<file path="config.mk">
export PLATFORM = sky130hd
export DESIGN_NAME = mono_switch_ctrl
export DESIGN_NICKNAME = d
export VERILOG_FILES = /design/src/rtl/mono_switch_pkg.sv /design/src/rtl/frame_tick.sv /design/src/rtl/mono_switch_ctrl.sv
export SDC_FILE = /design/constraint.sdc
export NUM_CORES = 1
export LEC_CHECK = 0
export BUFFER_PORTS_ARGS = -buffer_cell sky130_fd_sc_hd__buf_4
export CORE_MARGIN = 2
export CORE_UTILIZATION = 51
export DETAILED_ROUTE_END_ITERATION = 10
export PLACE_DENSITY = 0.9
export SLEW_MARGIN = 20
export SYNTH_ARGS = -nofsm -noshare
export SYNTH_HDL_FRONTEND = slang
export SYNTH_HIERARCHICAL = 1
export SYNTH_SLANG_ARGS = --single-unit
</file>
<file path="constraint.sdc">
create_clock -name clk_vid -period 3.84 [get_ports clk_vid]
set_clock_uncertainty 0.2 [all_clocks]
set_input_delay 0.384 -clock clk_vid [delete_from_list [all_inputs] [get_ports clk_vid]]
set_output_delay 0.384 -clock clk_vid [all_outputs]
set_load 0.02 [all_outputs]
</file>
<file path="src/rtl/mono_switch_pkg.sv">
// Shared state encoding, mono mode codes and gain constants for the mono switch controller.
// Latency: n/a (types and constants only).
// Backpressure: n/a.
package mono_switch_pkg;

    typedef enum logic [2:0] {
        IDLE,
        FADE_OUT,
        SWITCH,
        FADE_IN,
        WAIT_VB
    } state_t;

    localparam logic [2:0] MONO_COLOR = 3'd0;
    localparam logic [2:0] MONO_GREEN = 3'd1;
    localparam logic [2:0] MONO_AMBER = 3'd2;
    localparam logic [2:0] MONO_BLUE  = 3'd3;
    localparam logic [2:0] MONO_GREY  = 3'd4;

    localparam logic [7:0] GAIN_UNITY = 8'hFF;

endpackage

</file>
<file path="src/rtl/frame_tick.sv">
// Frame tick: pulses on the first ce_pix-qualified sample where VBlank_in is high after being low.
// Latency: combinational from the qualifying sample.
// Backpressure: none; the tick is a free-running timing strobe.
module frame_tick (
    input  logic clk_vid,
    input  logic reset,
    input  logic ce_pix,
    input  logic VBlank_in,
    output logic tick
);

    // Reset value of 1 suppresses a spurious tick when released inside blanking.
    logic vb_prev;

    always_ff @(posedge clk_vid or posedge reset) begin
        if (reset) begin
            vb_prev <= 1'b1;
        end else if (ce_pix) begin
            vb_prev <= VBlank_in;
        end
    end

    assign tick = ce_pix & VBlank_in & ~vb_prev;

endmodule

</file>
<file path="src/rtl/mono_switch_ctrl.sv">
// Mono mode switch: fades gain out, swaps mono on a dark frame, fades back in (MONO_SWITCH_FADE_EN); else swaps on next frame tick.
// Latency: ack one cycle after a same-mode request, otherwise on the frame tick that completes the switch.
// Backpressure: none; requests arriving while busy or during ack land in a one-deep last-writer-wins pending slot.
module mono_switch_ctrl
    import mono_switch_pkg::*;
#(
    parameter logic [7:0] FADE_STEP = 8'd32
) (
    input  logic       clk_vid,
    input  logic       reset,
    input  logic       ce_pix,
    input  logic       VBlank_in,
    input  logic       req,
    input  logic [2:0] req_mode,
    output logic [2:0] mono,
    output logic [7:0] gain,
    output logic       busy,
    output logic       ack
);

    state_t     state, state_nxt;
    logic [2:0] mono_nxt, target, target_nxt, pend_mode, pend_mode_nxt, new_mode;
    logic       busy_nxt, ack_nxt, pend_vld, pend_vld_nxt, new_vld, tick;

    frame_tick u_frame_tick (
        .clk_vid  (clk_vid),
        .reset    (reset),
        .ce_pix   (ce_pix),
        .VBlank_in(VBlank_in),
        .tick     (tick)
    );

`ifdef MONO_SWITCH_FADE_EN
    logic [7:0] gain_nxt;
    logic [8:0] gain_up;
    assign gain_up = {1'b0, gain} + {1'b0, FADE_STEP};
`else
    logic fade_step_unused;
    assign fade_step_unused = ^FADE_STEP;
    assign gain = GAIN_UNITY;
`endif

    always_comb begin
        state_nxt     = state;
        mono_nxt      = mono;
        busy_nxt      = busy;
        ack_nxt       = 1'b0;
        target_nxt    = target;
        pend_vld_nxt  = pend_vld;
        pend_mode_nxt = pend_mode;
        new_vld       = 1'b0;
        new_mode      = req_mode;
`ifdef MONO_SWITCH_FADE_EN
        gain_nxt      = gain;
`endif

        // A parked request outranks a fresh one; the fresh one is parked in its place.
        if (state == IDLE && !ack) begin
            if (pend_vld) begin
                new_vld      = 1'b1;
                new_mode     = pend_mode;
                pend_vld_nxt = req;
                if (req) pend_mode_nxt = req_mode;
            end else if (req) begin
                new_vld = 1'b1;
            end
        end else if (req) begin
            pend_vld_nxt  = 1'b1;
            pend_mode_nxt = req_mode;
        end

        case (state)
            IDLE: begin
                if (new_vld) begin
                    if (new_mode == mono) begin
                        ack_nxt = 1'b1;
                    end else begin
                        target_nxt = new_mode;
                        busy_nxt   = 1'b1;
`ifdef MONO_SWITCH_FADE_EN
                        state_nxt  = FADE_OUT;
`else
                        state_nxt  = WAIT_VB;
`endif
                    end
                end
            end
`ifdef MONO_SWITCH_FADE_EN
            FADE_OUT: begin
                if (tick) begin
                    if (gain <= FADE_STEP) begin
                        gain_nxt  = 8'd0;
                        state_nxt = SWITCH;
                    end else begin
                        gain_nxt = gain - FADE_STEP;
                    end
                end
            end
            SWITCH: begin
                mono_nxt  = target;
                state_nxt = FADE_IN;
            end
            FADE_IN: begin
                if (tick) begin
                    if (gain_up >= {1'b0, GAIN_UNITY}) begin
                        gain_nxt  = GAIN_UNITY;
                        ack_nxt   = 1'b1;
                        busy_nxt  = 1'b0;
                        state_nxt = IDLE;
                    end else begin
                        gain_nxt = gain_up[7:0];
                    end
                end
            end
`else
            WAIT_VB: begin
                if (tick) begin
                    mono_nxt  = target;
                    ack_nxt   = 1'b1;
                    busy_nxt  = 1'b0;
                    state_nxt = IDLE;
                end
            end
`endif
            default: state_nxt = IDLE;
        endcase
    end

    always_ff @(posedge clk_vid or posedge reset) begin
        if (reset) begin
            state     <= IDLE;
            mono      <= MONO_COLOR;
            busy      <= 1'b0;
            ack       <= 1'b0;
            target    <= MONO_COLOR;
            pend_vld  <= 1'b0;
            pend_mode <= MONO_COLOR;
`ifdef MONO_SWITCH_FADE_EN
            gain      <= GAIN_UNITY;
`endif
        end else begin
            state     <= state_nxt;
            mono      <= mono_nxt;
            busy      <= busy_nxt;
            ack       <= ack_nxt;
            target    <= target_nxt;
            pend_vld  <= pend_vld_nxt;
            pend_mode <= pend_mode_nxt;
`ifdef MONO_SWITCH_FADE_EN
            gain      <= gain_nxt;
`endif
        end
    end

endmodule

</file>
* After elaboration in Yosys (flattened, before gate mapping)
Index checks and enable logic that the tools add are counted.
** Cells by class
- Add/subtract/negate cells :: 0
- $mul :: 0
- Divide/modulo/power cells :: 0
- $lt $le $gt $ge :: 0
- Equal/unequal tests :: 6
- Shift-type cells :: 0
- Mux-type cells :: 23
- Bitwise operators :: 4
- Reductions and logical operators :: 9
** Operator list (count)
- 3-bit two-way mux :: 8
- 1-bit two-way mux :: 12
- 2-bit != test (second input constant) :: 4
- 3-bit case mux with 2 select lines :: 1
- 3-bit AND reduction :: 2
- 1-bit case mux with 2 select lines :: 2
- 4-bit AND reduction :: 1
- 2-bit nonzero test :: 2
- 3-bit equality test :: 1
- 3-bit equality test (second input constant) :: 1
- 3-bit logical NOT :: 1
- 1-bit AND :: 2
- 1-bit NOT :: 2
- 2-bit AND reduction :: 1
- 1-bit logical AND :: 1
- 1-bit logical NOT :: 1
** Word-level totals
- Register bits :: 16
- Latch bits :: 0
- Memory bits (writable) :: 0
- Bits in read-only memories :: 0
- Input bits :: 8
- Memories :: 0

* Logic depth before layout (Yosys ltp)
Gate-level depths: netlist of run 1.
- Depth in word-level cells :: 7
- Gate-level depth with buffers :: 5
- Mapped depth without buffers :: 5

* By module
Netlist of run 1, hierarchy kept.
** Modules (own cells, without submodules)
- mono_switch_ctrl :: instances 1, cells an instance 56, area each 620.6 sq um, sequential area each 300.3 sq um
- frame_tick :: instances 1, cells an instance 4, area each 55.1 sq um, sequential area each 26.3 sq um

* Worst setup path after synthesis of run 1
OpenSTA, ideal clock, no wires.
- Path kind :: reg2reg
- Start :: reg, netlist name busy
- End :: reg busy
- Setup time :: 0.119 ns
- Arrival :: 1.681 ns
- Setup slack :: 1.841 ns
- Cell stages (with the launch flop) :: 6
- Buffers on the path :: 0
- Clock period less this slack :: 1.999 ns
- Cell sequence :: dfrtp_1 -> nor3b_4 -> mux2i_1 -> xor2_1 -> a31oi_4 -> a21o_2
** RTL lines
- end signal, assigned :: line mono_switch_ctrl.sv:144 : busy <= busy_nxt;
- end, declared :: line mono_switch_ctrl.sv:17 : output logic busy,

==> summary.md, run 1 <==
| Metric | Value |
|---|---|
| Hold path depth | `2` |
| CTS resizes | `0` |
| First-pass GRT wire length | `1683 um` |
| Total Routed Length | `approximately 1100 um` |
| Post-synthesis register bit count | `13` |
| WS Path Type | `flip-flop to flip-flop` |
| Vias in the first global route | `395` |
| Synth Instances | `60` |
| CP Max Fanout | `6` |
| Vias per std cell | `4.780` |
| Fin crit period | `2.103 ns` |
| Antenna Cells | `0` |
| Reg-to-Reg End | `busy$_DFFE_PP0P_` |
| DP Area | `around 750 um2` |
| Max cap viols | `0` |
| RSZ-0062 raised after global routing | `no` |
| LEAKAGE | `0.3862 nW` |
| Comb pwr share | `0.445` |
| Power per cell area | `737.3 mW/mm2` |
| Status | `finished clean` |
| Max Freq | `475.5 MHz` |
| Io pins | `21` |
| R2R Setup Slk | `about 1.7 ns` |
| Port Buffers | `12` |
| Synth unique cells | `19` |
| Routed len/inst | `around 12 um` |
| Final number of max-transition violations | `0` |
| Worst r2r src | `busy$_DFFE_PP0P_` |
| Final worst path period share | `0.5477` |
| CTS tree | `done` |
| Ratio of cells with drive above 1 in the final layout | `0.3158` |
| H-tree levels | `1` |
| Layout net count | `85` |
| Drt first pass iters | `2` |
| Register area share after synthesis | `0.4833` |
| Grt ovf | `0` |
| Largest net degree at the start of global routing | `13` |
| Chip Width | `roughly 40 um` |
| Worst Tran Pin Value | `about 0.5 ns` |
| Fill count | `114` |
| Switching pwr | `approximately 0.23 mW` |
| Hold Crit Start | `VBlank_in` |
| Die Y | `40.40 um` |
| Setup TNS Final | `0 ns` |
| Post-Synthesis Cell Area | `a little under 700 um2` |
| Most frequent cells in the layout | `12 x dfrtp_1, 12 x buf_4, 8 x conb_1` |
| Area of the core | `0.001269 mm2` |
| DR iter-0 viols | `2` |
| Number of failing hold endpoints at the final stage | `0` |
| Reg power frac | `0.412` |
| Tot GR Track Use | `0.1703` |
| Slew headroom | `0.6591` |
| Net Sw Frac | `0.3980` |
| Clock Tree Root | `clkbuf_4` |
| GP Congestion | `0.7116` |
| Clock power frac | `0.142` |
| Synth warn | `6` |
| CTS sink count | `13` |
| DR DRC count | `0` |
| Post-route cell area | `787.0 um2` |
| Antenna Nets Post-Route | `0` |
| Startpoint types | `flip-flop` |
| Worst vdd ir | `0.0004088 V` |
| CTS Hold Bufs | `1` |
| Initial antenna violation count | `0` |
| CP Data Required Time | `about 3.8 ns` |
| Area grow syn2layout | `16.48%` |
| Internal power | `about 0.35 mW` |
| Total die area | `roughly 0.0016 mm2` |
| Avg Inst Size Synth | `11.26 um2` |
| Site Rows | `13` |
| Setup Buffers After CTS | `0` |
| Hold endpoint | `u_frame_tick/vb_prev$_DFFE_PP1P_` |
| Final setup violation count | `0` |
| CTS buffer count | `3` |
| Vias | `435` |
| Clock latency at the later pin of the worst-skew pair | `0.27 ns` |
| Critical path arrival | `2.08 ns` |
| Hold Path Class | `input pin to flip-flop` |
| CTS clk-pin slew, worst paths | `roughly 0.080 ns` |
| Starting Density | `0.5325` |
| Crit end category | `flip-flop` |
| CTS max path bufs | `2` |
| R2R cell count | `5` |
| HPWL Detailed | `879.3 um` |
-- kinds of logic after synthesis --
group	count (synthesis)	synth area share
buf+inv	14	0.1222
xor+xnor	3	0.03890
other cells	1	0.005550
mux	10	0.1611
simple gates	10	0.08889
compound gates	9	0.09999
flops	13	0.4833
-- power by group through the flow --
stage               sequential (mW)  clock [mW]  combinational (mW)
detailed placement            0.241           0               0.262
floorplan                     0.260           0               0.169
finish                        0.239      0.0825               0.258
CTS                           0.240      0.0876               0.264
global route                  0.245      0.0917               0.281
global placement              0.236           0               0.251
-- area by class of cell --
class	count	area, um2	share of cell area
clock buffer	4	26.28	0.03339
timing repair buffer	13	100.1	0.1272
multi-input combinational	40	292.8	0.3720
sequential	13	326.6	0.4149
tap	15	18.77	0.02385
inverter	6	22.52	0.02862
-- per-stage QoR --
stage / setup slack [ns] / utilization / hold slack (ns) / cells / total power, mW
finish: 1.737 / 0.6203 / 0.1452 / 91 / 0.5803
CTS: 1.706 / 0.6203 / 0.1321 / 91 / 0.5909
global route: 1.619 / 0.6203 / 0.1344 / 91 / 0.6176
detailed placement: 1.719 / 0.5917 / 0.2014 / 86 / 0.5031
floorplan: 1.841 / - / 0.04870 / 67 / 0.4288
global placement: 1.829 / 0.5917 / 0.1966 / 86 / 0.4863
-- critical path, stage by stage (launching register included) --
cell	delay, ns
dfrtp_1	0.47
nor3b_4	0.31
mux2i_1	0.33
xor2_1	0.31
a31oi_4	0.17
a21o_2	0.21
-- synth_stat cells (all sizes together) --
cell type   n  area share
dfstp       1       0.039
inv         6       0.033
a31oi       1       0.031
buf         8       0.089
nor3b       1       0.028
xor2        3       0.039
mux2        4       0.072
dfrtp      12        0.44
and3b       1       0.015
nor2        2       0.011
nand2       5       0.028
mux2i       6       0.089
a21oi       1      0.0074
o31ai       1       0.011
nand3       1      0.0074
o21ai       5       0.037
a21o        1       0.013
conb        1      0.0056
-- flip-flops by register name, indices dropped and copies added (netlist names) --
name and cells:
pend_mode 3, busy 1, target 3, mono 3, ack 1, pend_vld 1, u_frame_tick/vb_prev 1
-- how the worst max path moves through the flow --
| stage | from | to | slack, ns | cells past startpoint |
|---|---|---|---|---|
| 3_5_place_dp | busy$_DFFE_PP0P_ | busy$_DFFE_PP0P_ | 1.72 | 5 |
| 5_1_grt | busy$_DFFE_PP0P_ | busy$_DFFE_PP0P_ | 1.62 | 5 |
| 3_3_place_gp | busy$_DFFE_PP0P_ | busy$_DFFE_PP0P_ | 1.83 | 5 |
| 2_1_floorplan | busy$_DFFE_PP0P_ | busy$_DFFE_PP0P_ | 1.84 | 5 |
| 6_report | busy$_DFFE_PP0P_ | busy$_DFFE_PP0P_ | 1.74 | 5 |
| 4_1_cts | busy$_DFFE_PP0P_ | busy$_DFFE_PP0P_ | 1.71 | 5 |
-- per-layer routing --
layer | part of all wire | global-route usage | vias to the layer above
met5 | 0 | 0 | -
met4 | 0 | 0.05000 | 0
met3 | 0.057 | 0.08333 | 0
met2 | 0.57 | 0.3095 | 13
met1 | 0.37 | 0.1672 | 208
li1 | - | - | 214
(Power assumes the default switching activity.)
==> inputs of run 2 (changes only) <==
- ABC_AREA: default -> 1
- CORE_ASPECT_RATIO: default -> 0.75
- CORE_UTILIZATION: 51 -> 45
- PLACE_DENSITY: 0.9 -> 0.83
- clock period: 3.84 -> 1.69 ns (I/O delays scaled with it)
==> summary.md, run 2 <==
| Metric | Value |
|---|---|
| Antenna Cells | `0 (unchanged)` |
| Critical path arrival | `1.55 ns (-0.53 ns)` |
| CTS clk-pin slew, worst paths | `0.08 ns (about the same)` |
| Post-Synthesis Cell Area | `788.3 um2 (+17%)` |
| CTS sink count | `13 (unchanged)` |
| Most used DFF post-synth | `dfrtp_1` |
| Ranking of synthesized cells by area | `dfrtp_1 38%, nand2_1 9.5%, nand3_1 7.6%` |
| Total Routed Length | `1485 um (+35%)` |
| Ratio of cells with drive above 1 in the final layout | `0.2773 (-0.03848)` |
| Max cap viols | `0 (unchanged)` |
| WS Path Type | `flip-flop to flip-flop` |
| H-tree levels | `1 (unchanged)` |
| Starting Density | `0.4660 (-0.06657)` |
| Antenna Nets Post-Route | `0 (unchanged)` |
| Io pins | `21 (unchanged)` |
| Internal power | `0.7919 mW (+130%)` |
| Status | `finished clean` |
| LEAKAGE | `0.5218 nW (+35%)` |
| Vias | `656 (+51%)` |
| CTS resizes | `0 (unchanged)` |
| Clock power frac | `0.137 (-0.005)` |
| RSZ-0062 raised after global routing | `no` |
| Most frequent cell after synthesis | `nand2_1` |
| CP startpoint | `busy$_DFFE_PP0P_` |
| Synth warn | `6 (unchanged)` |
| Startpoint types | `flip-flop` |
| Synth unique cells | `22 (+3)` |
| Register area share after synthesis | `0.4143 (-0.06905)` |
| Post-synth top cells | `20 x nand2_1, 15 x inv_1, 12 x dfrtp_1, 12 x nand3_1, 8 x buf_4` |
| Regs by FF count | `mono x3, pend_mode x3, target x3` |
| Reg power frac | `0.382 (-0.030)` |
| Post-synth ARST share | `1.000 (unchanged)` |
| Post-synthesis register bit count | `13 (unchanged)` |
| Post-synth EDFFs | `0 (unchanged)` |
| WHS | `0.06998 ns (-0.07523 ns)` |
| CTS tree | `done` |
| Crit end category | `flip-flop` |
| DR iter-0 viols | `16 (+14)` |
| DR DRC count | `0 (unchanged)` |
| Worst vdd ir | `0.0009220 V (+130%)` |
| Largest net degree at the start of global routing | `13 (unchanged)` |
| Total power | `1.435 mW (+150%)` |
| Site Rows | `13 (unchanged)` |
| Most common cell after layout, fill and taps aside | `nand2_1` |
| Worst r2r src | `busy$_DFFE_PP0P_` |
| HPWL Detailed | `1202 um (+37%)` |
| First-pass GRT wire length | `2546 um (+51%)` |
| Area of the core | `0.001692 mm2 (+33%)` |
| CTS max path bufs | `2 (unchanged)` |
| Hold Crit Start | `VBlank_in` |
| Comb pwr share | `0.480 (+0.035)` |
| Vias per std cell | `4.652 (-2.7%)` |
| Max Freq | `634.7 MHz (+33%)` |
| Area grow syn2layout | `23.17%` |
| Port Buffers | `12 (unchanged)` |
| Most frequent cells in the layout | `20 x nand2_1, 15 x inv_1, 13 x buf_4` |
| Fin crit period | `1.576 ns (-0.5274 ns)` |
| Grt ovf | `0 (unchanged)` |
| Clock Tree Root | `clkbuf_4` |
| Die Y | `40.25 um (-0.37%)` |
| Routed len/inst | `10.53 um (-13%)` |
| CTS buffer count | `3 (unchanged)` |
| Power per cell area | `1478 mW/mm2 (+100%)` |
| Vias in the first global route | `570 (+44%)` |
| Drt first pass iters | `4 (+2)` |
| Layout net count | `128 (+51%)` |
| CP Max Fanout | `8 (+2)` |
| Setup TNS Final | `0 ns (unchanged)` |
| Total die area | `0.002106 mm2 (+29%)` |
| Chip Width | `52.33 um (+30%)` |
| Number of failing hold endpoints at the final stage | `0 (unchanged)` |
| Switching pwr | `0.6427 mW (+180%)` |
| Hold Path Class | `input pin to flip-flop` |
| Final worst path period share | `0.9323 (+0.3846)` |
| Area share of the largest cell type after synthesis | `0.3810 (-0.06349)` |
| Clock latency at the later pin of the worst-skew pair | `0.28 ns (about the same)` |
| Final number of max-transition violations | `0 (unchanged)` |
| Fill count | `161 (+41%)` |
| GP Congestion | `0.7836 (+10%)` |
| Net Sw Frac | `0.4480 (+0.04998)` |
| Final setup violation count | `0 (unchanged)` |
| Initial antenna violation count | `0 (unchanged)` |
| Synth Instances | `97 (+62%)` |
| Tot GR Track Use | `0.1799 (+0.009532)` |
| Leading area contributor after synthesis | `dfrtp_1` |
| Avg Inst Size Synth | `8.126 um2 (-28%)` |
| CP Data Required Time | `1.67 ns (-2.14 ns)` |
run 2: cell types whose count changed after synthesis, moves of 3 or more:
cell,before,now
inv_1,6,15
mux2i_1,6,0
nand2_1,5,20
nand2_2,0,6
nand3_1,1,12
xor2_1,3,0
run 2: critical path: stages (launching register included):
cell and delay (ns):
dfrtp_1 0.44, nor2_4 0.21, nand3_1 0.15, nand3_2 0.11, nand2_2 0.07, nand3_4 0.10, nand2_4 0.06, nand2_1 0.07
nand2_1 0.05
run 2: metrics by stage:
stage,cell area (um2),util,cells,setup slack [ns]
after global placement,874.6,0.5170,130,0.1452
after global routing,970.9,0.5740,141,0.01265
final,970.9,0.5740,141,0.1144
after floorplan,814.5,-,104,0.1382
after detailed placement,874.6,0.5170,130,0.1062
after CTS,970.9,0.5740,141,0.08951
run 2: kinds of logic after synthesis:
kind of cell	synth area share
mux	0.01428
simple gates	0.3460
other cells	0.004757
flops	0.4143
buf+inv	0.1540
compound gates	0.06667
run 2: power groups by stage:
stage               combinational, mW  clock, mW  sequential, mW
CTS                             0.700      0.208           0.549
floorplan                       0.483          0           0.572
finish                          0.689      0.197           0.549
global placement                0.665          0           0.545
detailed placement              0.685          0           0.554
global route                    0.763      0.225           0.566
run 2: what timing repair did:
item | 4_1_cts | 5_1_grt
endpoints found under the hold margin | 18 | 0
setup endpoints to repair | 0 | 3
buffers inserted | 0 | 0
hold buffers | 7 | 0
run 2: cell type report:
class                   count  area, um2  share of cell area
inverters                  15      56.30             0.05799
clock buffers               4      26.28             0.02706
well taps                  22      27.53             0.02835
flip-flops and latches     13      326.6              0.3363
multi-input cells          67      366.6              0.3776
repair buffers             20      167.7              0.1727
run 2: layer usage:
layer	global-route usage	vias up	wire, um	share of wire
li1	-	330	-	-
met1	0.2245	306	674	0.45
met2	0.2938	16	696	0.47
met3	0.05597	4	85	0.057
met4	0.07692	0	29	0.020
met5	0	-	0	0
run 2: path summary, 6_finish.rpt:
| path | endpoint | slack (ns) | depth (start not counted) |
|---|---|---|---|
| max in group asynchronous | pend_mode[2]$_DFFE_PP0P_ | 0.72 | 3 |
| min | busy$_DFFE_PP0P_ | 0.07 | 4 |
| min reg2reg | target[1]$_DFFE_PP0P_ | 0.29 | 2 |
| max | target[2]$_DFFE_PP0P_ | 0.11 | 8 |
| max reg2reg | target[2]$_DFFE_PP0P_ | 0.11 | 8 |
| min in group asynchronous | u_frame_tick/vb_prev$_DFFE_PP1P_ | 0.25 | 3 |
==> inputs of run 3 (changes only) <==
- CORE_MARGIN: 2 -> default
==> summary.md, run 3 (synthesized netlist as in run 2, its figures left out) <==
| Metric | Value |
|---|---|
| CP Data Required Time | `1.66 ns (about the same)` |
| Clock Tree Root | `clkbuf_4` |
| Ratio of cells with drive above 1 in the final layout | `0.2857 (+0.008403)` |
| R2R Setup Slk | `0.06 ns (-0.05 ns)` |
| CTS clk-pin slew, worst paths | `0.08 ns (about the same)` |
| Final setup violation count | `0 (unchanged)` |
| Setup TNS Final | `0 ns (unchanged)` |
| Largest net degree at the start of global routing | `13 (unchanged)` |
| CTS tree | `done` |
| Max Freq | `614.6 MHz (-3.2%)` |
| Area grow syn2layout | `23.17% (unchanged)` |
| CTS max path bufs | `2 (unchanged)` |
| DR DRC count | `0 (unchanged)` |
| Delay-heaviest family, CP | `simple AND/OR/NAND/NOR gates` |
| Antenna Cells | `0 (unchanged)` |
| Total Routed Length | `1668 um (+12%)` |
| Site Rows | `12 (-1)` |
| Chip Width | `50.33 um (-3.8%)` |
| HPWL Detailed | `1189 um (-1.2%)` |
| Vias | `667 (+1.7%)` |
| Max cap viols | `0 (unchanged)` |
| Grt ovf | `0 (unchanged)` |
| Critical path arrival | `1.60 ns (+0.05 ns)` |
| H-tree levels | `1 (unchanged)` |
| DR iter-0 viols | `14 (-2)` |
| Most frequent cells in the layout | `20 x nand2_1, 15 x inv_1, 13 x buf_4` |
| Clock latency at the later pin of the worst-skew pair | `0.28 ns (about the same)` |
| CTS buffer count | `3 (unchanged)` |
| Startpoint types | `flip-flop` |
| Buffers and inverters on the worst path | `0 (unchanged)` |
| Drt first pass iters | `4 (unchanged)` |
| Io pins | `21 (unchanged)` |
| CTS sink count | `13 (unchanged)` |
| Critical-path cell list | `nor2_4, nand3_1, nand3_2, nand2_2, nand3_4, nand2_4, nand2_1, nand2_1` |
| Total power | `1.457 mW (+1.6%)` |
| DP Worst Slack | `0.09923 ns (-0.006975 ns)` |
| Area of the core | `0.001562 mm2 (-7.7%)` |
| GP Congestion | `0.7585 (-3.2%)` |
| LEAKAGE | `0.5210 nW (-0.15%)` |
| Die Y | `38.25 um (-5.0%)` |
| Routed len/inst | `11.91 um (+13%)` |
| Fin crit period | `1.627 ns (+0.05153 ns)` |
| Crit end category | `flip-flop` |
| Most common cell after layout, fill and taps aside | `nand2_1` |
| Initial antenna violation count | `0 (unchanged)` |
| CP dominant cell by count | `nand2_1` |
| Vias in the first global route | `598 (+4.9%)` |
| Layout net count | `128 (unchanged)` |
| Worst vdd ir | `0.001065 V (+16%)` |
| Number of failing hold endpoints at the final stage | `0 (unchanged)` |
| Tot GR Track Use | `0.2108 (+0.03094)` |
| Hold Path Class | `input pin to flip-flop` |
| Final number of max-transition violations | `0 (unchanged)` |
| First-pass GRT wire length | `2794 um (+9.7%)` |
| Slowest cell on crit path | `dfrtp_1` |
| WS Path Type | `flip-flop to flip-flop` |
| RSZ-0062 raised after global routing | `yes` |
| WHS | `0.04876 ns (-0.02123 ns)` |
| Antenna Nets Post-Route | `0 (unchanged)` |
| Fill count | `143 (-11%)` |
| Port Buffers | `12 (unchanged)` |
| Final worst path period share | `0.9628 (+0.03049)` |
| Status | `finished clean` |
| Total die area | `0.001925 mm2 (-8.6%)` |
| Power per cell area | `1501 mW/mm2 (+1.6%)` |
| CP Max Fanout | `8 (unchanged)` |
| Vias per std cell | `4.764 (+2.4%)` |
| Regs by FF count | `mono x3, pend_mode x3, target x3` |
| Starting Density | `0.5048 (+0.03883)` |
| Slowest Stage Delay on Critical Path | `0.42 ns (-0.02 ns)` |
| Worst Setup Slack, final | `0.06289 ns (-0.05153 ns)` |
run 3: timing repair:
action / in CTS / in global routing
hold buffers: 7 / 0
gates resized for setup: 0 / 1
setup buffers: 0 / 0
setup endpoints to repair: 0 / 5
endpoints found under the hold margin: 18 / 0
run 3: where the power goes:
group / internal (mW) / switching [mW] / total, mW
Clock: 0.0916 / 0.104 / 0.195
Sequential: 0.433 / 0.122 / 0.555
Combinational: 0.270 / 0.436 / 0.707
Total: 0.795 / 0.662 / 1.46
run 3: cell type report:
type | count | area (um2) | area share
sequential | 13 | 327.8 | 0.3376
inverter | 15 | 56.30 | 0.05799
timing repair buffer | 20 | 167.7 | 0.1727
multi-input combinational | 67 | 366.6 | 0.3776
tap | 21 | 26.28 | 0.02706
clock buffer | 4 | 26.28 | 0.02706
run 3: per-layer routing:
layer	track usage	vias to the layer above	share of wire
met3	0.08333	2	0.047
met2	0.3367	18	0.45
li1	-	333	-
met1	0.2730	314	0.49
met5	0	-	0
met4	0.04167	0	0.0072
run 3: final timing paths:
path,startpoint,endpoint,cells after the start
hold reg to reg,target[1]$_DFFE_PP0P_,target[1]$_DFFE_PP0P_,2
setup / recovery,ack$_DFF_PP0_,target[0]$_DFFE_PP0P_,8
min in group asynchronous,reset,u_frame_tick/vb_prev$_DFFE_PP1P_,3
max in group asynchronous,reset,busy$_DFFE_PP0P_,3
setup reg to reg,ack$_DFF_PP0_,target[0]$_DFFE_PP0P_,8
hold / removal,VBlank_in,busy$_DFFE_PP0P_,4
run 3: per-stage QoR:
stage	cell area [um2]	util	instances
after floorplan	814.5	-	104
after global placement	873.3	0.5593	129
after detailed placement	873.3	0.5593	129
after CTS	969.7	0.6210	140
after global routing	970.9	0.6218	140
final	970.9	0.6218	140
run 3: worst min-delay path, cell delays in order:
cell,delay [ns]
buf_4,0.08
nand2_1,0.06
nor2_2,0.12
o21ai_1,0.07
